### src/rtl/char_pixel_fetch.sv
// Text-mode pixel pipeline: raster (x,y) -> screen buffer -> glyph ROM -> one mono pixel, 5 clocks.
// No backpressure; advances every clock, sync/de delayed to match the pixel.
module char_pixel_fetch #(
   parameter int COLS         = 80,
   parameter int ROWS         = 24,
   parameter int ADDR_W       = 11,
   parameter int BLINK_FRAMES = 30
) (
   input  logic              clk,
   input  logic              reset,
   input  logic              font_8x8,
   input  logic [9:0]        vid_x,
   input  logic [9:0]        vid_y,
   input  logic              vid_de,
   input  logic              vid_hs,
   input  logic              vid_vs,
   output logic [ADDR_W-1:0] buf_addr,
   input  logic [7:0]        buf_data,
   output logic [11:0]       rom_addr,
   input  logic [7:0]        rom_data,
   input  logic [6:0]        cursor_x,
   input  logic [4:0]        cursor_y,
   input  logic              cursor_en,
   output logic              pix_out,
   output logic              de_out,
   output logic              hs_out,
   output logic              vs_out
);

   localparam int BW = (BLINK_FRAMES > 1) ? $clog2(BLINK_FRAMES) : 1;

   logic [6:0]        col;
   logic [6:0]        trow;
   logic [3:0]        grow;
   logic              in_range;
   logic              hit;
   logic [ADDR_W-1:0] lin;

   // Index 0 is the stage after the first edge; the highest index feeds the output stage.
   logic [2:0] bit_d [4];
   logic [3:0] rng_d, hit_d, de_d, hs_d, vs_d;
   logic [1:0] font_d;
   logic [3:0] grow_d [2];
   logic [1:0] inv_d;

   logic          vs_prev;
   logic [BW-1:0] blink_cnt;
   logic          blink_phase;

   always_comb begin
      col      = vid_x[9:3];
      trow     = font_8x8 ? vid_y[9:3] : {1'b0, vid_y[9:4]};
      grow     = font_8x8 ? {1'b0, vid_y[2:0]} : vid_y[3:0];
      in_range = vid_de && (int'(col) < COLS) && (int'(trow) < ROWS);
      // An out-of-range cursor can only match an out-of-range cell, which is blanked anyway.
      hit      = (col == cursor_x) && (trow == {2'b00, cursor_y});
      lin      = ADDR_W'(trow) * ADDR_W'(COLS) + ADDR_W'(col);
   end

   always_ff @(posedge clk or posedge reset) begin
      if (reset) begin
         buf_addr  <= '0;
         rom_addr  <= '0;
         pix_out   <= 1'b0;
         de_out    <= 1'b0;
         hs_out    <= 1'b0;
         vs_out    <= 1'b0;
         bit_d[0]  <= '0;
         bit_d[1]  <= '0;
         bit_d[2]  <= '0;
         bit_d[3]  <= '0;
         rng_d     <= '0;
         hit_d     <= '0;
         de_d      <= '0;
         hs_d      <= '0;
         vs_d      <= '0;
         font_d    <= '0;
         grow_d[0] <= '0;
         grow_d[1] <= '0;
         inv_d     <= '0;
      end else begin
         buf_addr  <= in_range ? lin : '0;
         bit_d[0]  <= vid_x[2:0];
         bit_d[1]  <= bit_d[0];
         bit_d[2]  <= bit_d[1];
         bit_d[3]  <= bit_d[2];
         rng_d     <= {rng_d[2:0], in_range};
         hit_d     <= {hit_d[2:0], hit};
         de_d      <= {de_d[2:0], vid_de};
         hs_d      <= {hs_d[2:0], vid_hs};
         vs_d      <= {vs_d[2:0], vid_vs};
         font_d    <= {font_d[0], font_8x8};
         grow_d[0] <= grow;
         grow_d[1] <= grow_d[0];

         // buf_data belongs to the pixel now in the second sideband stage.
         rom_addr  <= font_d[1] ? {2'b00, buf_data[6:0], grow_d[1][2:0]}
                                : {buf_data, grow_d[1]};
         inv_d     <= {inv_d[0], font_d[1] & buf_data[7]};

         pix_out   <= rng_d[3] & (rom_data[3'd7 - bit_d[3]] ^ inv_d[1]
                                  ^ (hit_d[3] & blink_phase & cursor_en));
         de_out    <= de_d[3];
         hs_out    <= hs_d[3];
         vs_out    <= vs_d[3];
      end
   end

   always_ff @(posedge clk or posedge reset) begin
      if (reset) begin
         vs_prev     <= 1'b0;
         blink_cnt   <= '0;
         blink_phase <= 1'b1;
      end else begin
         vs_prev <= vid_vs;
         if (vid_vs && !vs_prev) begin
            if (blink_cnt == BW'(BLINK_FRAMES - 1)) begin
               blink_cnt   <= '0;
               blink_phase <= ~blink_phase;
            end else begin
               blink_cnt <= blink_cnt + 1'b1;
            end
         end
      end
   end

endmodule

### config.mk
export PLATFORM = sky130hd
export DESIGN_NAME = char_pixel_fetch
export DESIGN_NICKNAME = d
export VERILOG_FILES = /design/src/rtl/char_pixel_fetch.sv
export SDC_FILE = /design/constraint.sdc
export NUM_CORES = 1
export LEC_CHECK = 0
export CAP_MARGIN = 40
export CORE_ASPECT_RATIO = 1.5
export CORE_MARGIN = 1
export CORE_UTILIZATION = 30
export CTS_CLUSTER_DIAMETER = 100
export CTS_CLUSTER_SIZE = 40
export DETAILED_ROUTE_END_ITERATION = 10
export PLACE_DENSITY = 0.6
export SLEW_MARGIN = 20
export SYNTH_ARGS = -nofsm -noshare
export SYNTH_HDL_FRONTEND = slang
export SYNTH_SLANG_ARGS = --single-unit
### constraint.sdc
create_clock -name clk -period 2.6 [get_ports clk]
set_input_delay 0.39 -clock clk [delete_from_list [all_inputs] [get_ports clk]]
set_output_delay 0.39 -clock clk [all_outputs]
set_load 0.01 [all_outputs]
After elaboration in Yosys (flattened, before gate mapping)
Index checks and enable logic that the tools add are counted.

Add/subtract/negate cells: 3. Multipliers: 1. Order comparisons: 3. Equal/unequal tests: 3. Muxes and demuxes: 7. Bitwise gates (word level): 7. Reductions and logical operators: 6.

Operators by type and width (count): two-way mux 12 bit (1); adder 11 x 7 -> 11 bit (1); two-way mux 11 bit (1); equality test 7 x 5 -> 1 bit (1); equality test 7 bit (1); less-than comparator 7 x 5 -> 1 bit, second input constant (1); less-than comparator 7 bit, second input constant (1); multiplier 7 x 3 -> 7 bit, second input constant (1); two-way mux 7 bit (1); adder 5 x 1 -> 5 bit, second input constant (1); equality test 5 bit, second input constant (1); two-way mux 5 bit (1); bitwise AND 1 bit (4); logical AND 1 bit (4); less-than comparator 3 x 4 -> 1 bit, second input constant (1); two-way mux 4 bit (1); binary-select mux 1 bit (select 3 bit) (1); subtractor 3 bit, first input constant (1); AND reduction 2 bit (1); bitwise XOR 1 bit (2); zero test 1 bit (1); two-way mux 1 bit (1); NOT 1 bit (1).

Flip-flop bits (word level): 78. Input bits: 55. Output and inout port bits: 27. Logic and storage cells: 52.

Depth between registers and ports, before layout
Word-level depth: 6. Mapped depth: 10. Mapped depth without buffers: 9.

Least setup slack after synthesis
Ideal clock, no wire load.

Kind: input -> register. Start point: input font_8x8. End point: register buf_addr[10]. Library setup time: 125 ps. Arrival time: 2343 ps. Required time: 2475 ps. Slack: 132 ps. Stages: 10. Path buffers: 1. Cell sequence: buf_4 -> mux2_2 -> ha_1 -> ha_1 -> inv_1 -> fa_1 -> xnor2_1 -> nand4b_1 -> xnor3_1 -> nor2_1.

Longest elaborated chain between the ends: 4. Elaborated cells on any way between the ends: 6. Classes of those cells: add/sub: 1; mul: 1; order compare: 1; mux: 2; reduce/logical: 1.

RTL lines: start: declaration (RTL line 11) `input logic font_8x8,`; two-way mux 7 bit (*) (RTL line 52) `trow = font_8x8 ? vid_y[9:3] : {1'b0, vid_y[9:4]};`; multiplier 7 x 3 -> 7 bit or less-than comparator 7 x 5 -> 1 bit (tied branches) (RTL line 57, 54); adder 11 x 7 -> 11 bit or logical AND 1 bit (tied branches) (RTL line 57, 54); two-way mux 11 bit (*) (RTL line 82) `buf_addr <= in_range ? lin : '0;`; end signal: assignment (RTL line 82); end: declaration (RTL line 17) `output logic [ADDR_W-1:0] buf_addr,`.

Every way passes the cells marked *; elsewhere a longest branch is shown, timed or not. A chain may end at the register's enable or synchronous reset.

Final worst setup path
Start point: input vid_y[6]. End point: register buf_addr[10].

Longest elaborated chain between the ends: 4. Elaborated cells on any way between the ends: 6. Classes of those cells: add/sub: 1; mul: 1; order compare: 1; mux: 2; reduce/logical: 1.

RTL lines: start: declaration (RTL line 13) `input logic [9:0] vid_y,`; two-way mux 7 bit (*) (RTL line 52); multiplier 7 x 3 -> 7 bit or less-than comparator 7 x 5 -> 1 bit (tied branches) (RTL line 57, 54); adder 11 x 7 -> 11 bit or logical AND 1 bit (tied branches) (RTL line 57, 54); two-way mux 11 bit (*) (RTL line 82).

Marks and branches as above.

==> out/qor.csv <==
metric,value,unit
cts_tree,yes,
drc,0,
grt_max_degree,78,
hold_buffers,0,
endpoint_kind,flop,
required,2820,ps
synth.top_cell.area_share,0.6512,
grt_pass1_vias,2038,
status,completed,
clkSinkCount,77,
ys_seq_elements,77,
rows,43,
firstDrtPassIters,3,
drive_above_1_share,0.1629,
initial_core_util,0.3119,
drtIter0Drc,43,
clk_pin_slew,60,ps
period_share,0.9413,
port_buffers,81,
drv_slew,0,
place_hpwl,4.149,mm
syn_area,2920,um^2
path_max_fanout,3,
finalSetupViolCount,0,
root_buffer,clkbuf_16,
antenna_found_initial,0,
power_leakage,1.944,nW
ir_drop,0.3844,mV
cts_inserted_buffers,9,
preCtsSetupSlack,-379.9,ps
dieArea,10140,um^2
grt.overflow.total,0,
fmax,408.6,MHz
synth.most_common_cell,dfrtp_1,
synth-edff-count,0,
syn_nets,266,
core_area,9361,um^2
antennaDiodeCount,0,
synthArstFlopShare,1.000,
routed_via_density,4.407,
ys_types,33,
syn_to_final_growth,47.81,%
hp-class,reg -> reg,
synth_area_leaders,"dfrtp_1, ha_1, mux2_2, xor2_1, xnor2_1",
rsz0062_at_grt,no,
totalWireLength,5.578,mm
synth_ff_type,dfrtp_1,
worstSetupPathType,in -> reg,
hold_violations,0,
dp_cells,409,
worstPathArrival,2670,ps
ff2ff_setup_slack,1130,ps
cts_setup_buffers,0,
cap_violations,0,
cts_max_path_buffers,2,
die_x,82.56,um
avgSynthCellArea,14.82,um^2
min_period,2447,ps
n_fill_cell,875,
ys.warnings.count,0,
clkLatencyLatePin,330,ps
syn_inst,197,
fin_skew,3.988,ps
finalNonFillerCells,425,
grt_pass1_wl,9.321,mm
fin_ws,152.7,ps
final_nets,377,
synthTopCellsByCount,"dfrtp_1, ha_1, xor2_1, mux2_2, xnor2_1",
p_per_area,686.2,nW/um^2
worst_setup_path_start_kind,input pin,
post_drt_wl_per_cell,13.12,um
worstMarginPinSlew,390.9,ps
slew_headroom,0.7394,
ys_seq_area_frac,0.6602,
routed-via-count,1873,
grt_usage,0.1283,
postRouteAntennaNets,0,
place_congestion,0.7951,
yosysTopAreaCell,dfrtp_1,
cts-htree-levels,3,
die_y,122.8,um
num_io_pins,82,
[power by group]
group	switching, W	total (W)	internal, W
Sequential	0.0000539	0.00134	0.00129
Combinational	0.000196	0.000483	0.000287
Clock	0.000464	0.00114	0.000671
Total	0.000714	0.00296	0.00225
[cells in the final DEF (no fill, tap or decap), types with 6 or more instances in the layout]
master	instances
ha_1	12
buf_4	20
dfrtp_1	76
nor2_1	6
nand2_1	6
and2_1	8
o21ai_0	7
clkbuf_16	9
xor2_1	12
nor2b_1	6
mux2_2	11
clkdlybuf4s50_1	79
xnor2_1	11
[final cells by class]
class | instances | area (um^2) | share of cell area
Inverter | 6 | 23.77 | 0.005507
Clock buffer | 11 | 242.7 | 0.05623
Multi-Input combinational cell | 112 | 963.4 | 0.2232
Tap cell | 112 | 140.1 | 0.03246
Timing Repair Buffer | 102 | 982.2 | 0.2275
Sequential cell | 77 | 1928 | 0.4467
Clock inverter | 5 | 36.28 | 0.008406
[metal layers]
metal | vias to the layer above | part of all wire | track usage | routed length [um]
li1 | 891 | - | - | -
met1 | 914 | 0.36 | 0.1338 | 2035
met2 | 59 | 0.55 | 0.2252 | 3095
met3 | 9 | 0.061 | 0.03494 | 343
met4 | 0 | 0.018 | 0.07435 | 103
met5 | - | 0 | 0 | 0
[cell families (layout without fill, tap and decap cells)]
kind of cell / after synthesis / count (layout) / share of synthesized area
multiplexers: 16 / 16 / 0.07241
AND/OR/NAND/NOR: 39 / 39 / 0.07413
flip-flops: 77 / 77 / 0.6602
adder cells (fa/ha/maj): 14 / 14 / 0.06512
buffers and inverters: 8 / 124 / 0.01157
XOR/XNOR: 24 / 24 / 0.07669
AO/OA/AOI/OAI: 19 / 19 / 0.03985
[worst max-delay path, stage by stage]
cell and delay [ps]:
clkdlybuf4s50_1 450, mux2_2 300, ha_1 300, ha_1 230
inv_1 70, fa_1 460, nand4b_1 210, xnor3_1 210
nor2_1 40
[timing repair]
item | CTS | global route
endpoints found under the setup margin | 2 | 2
gates resized for setup | 1 | 2
hold endpoints to repair | 0 | 0
[metrics by stage]
stage                 util  TNS, ps  hold WS, ps  cell area (um^2)  total power (W)
global placement    0.4306    -1023        332.3              4031         0.001835
detailed placement  0.4306    -1219        334.7              4031         0.001851
CTS                 0.4603        0        347.0              4309         0.003015
floorplan                -        0        331.2              2920         0.001596
global route        0.4611        0        350.1              4317         0.003117
finish              0.4611        0        345.7              4317         0.002962
[path summary, 6_finish.rpt]
check	cells past startpoint	end	from
worst max-delay path	9	buf_addr[10]	vid_y[6]
worst min-delay path	0	hit_d[3]	hit_d[2]
worst max register to register	4	pix_out	bit_d[1]
worst min register to register	0	hit_d[3]	hit_d[2]
max in group asynchronous	3	blink_phase	reset
min in group asynchronous	3	rng_d[3]	reset
[registers in the layout, summed over array words and instances, names as in the netlist]
register	count
bit_d	12
blink_cnt	5
blink_phase	1
buf_addr	11
de_d	4
de_out	1
font_d	2
grow_d	8
hit_d	4
hs_d	4
hs_out	1
inv_d	2
pix_out	1
rng_d	4
rom_addr	12
vs_d	4
vs_out	1
Note: power is estimated with default switching activity, not from simulation.
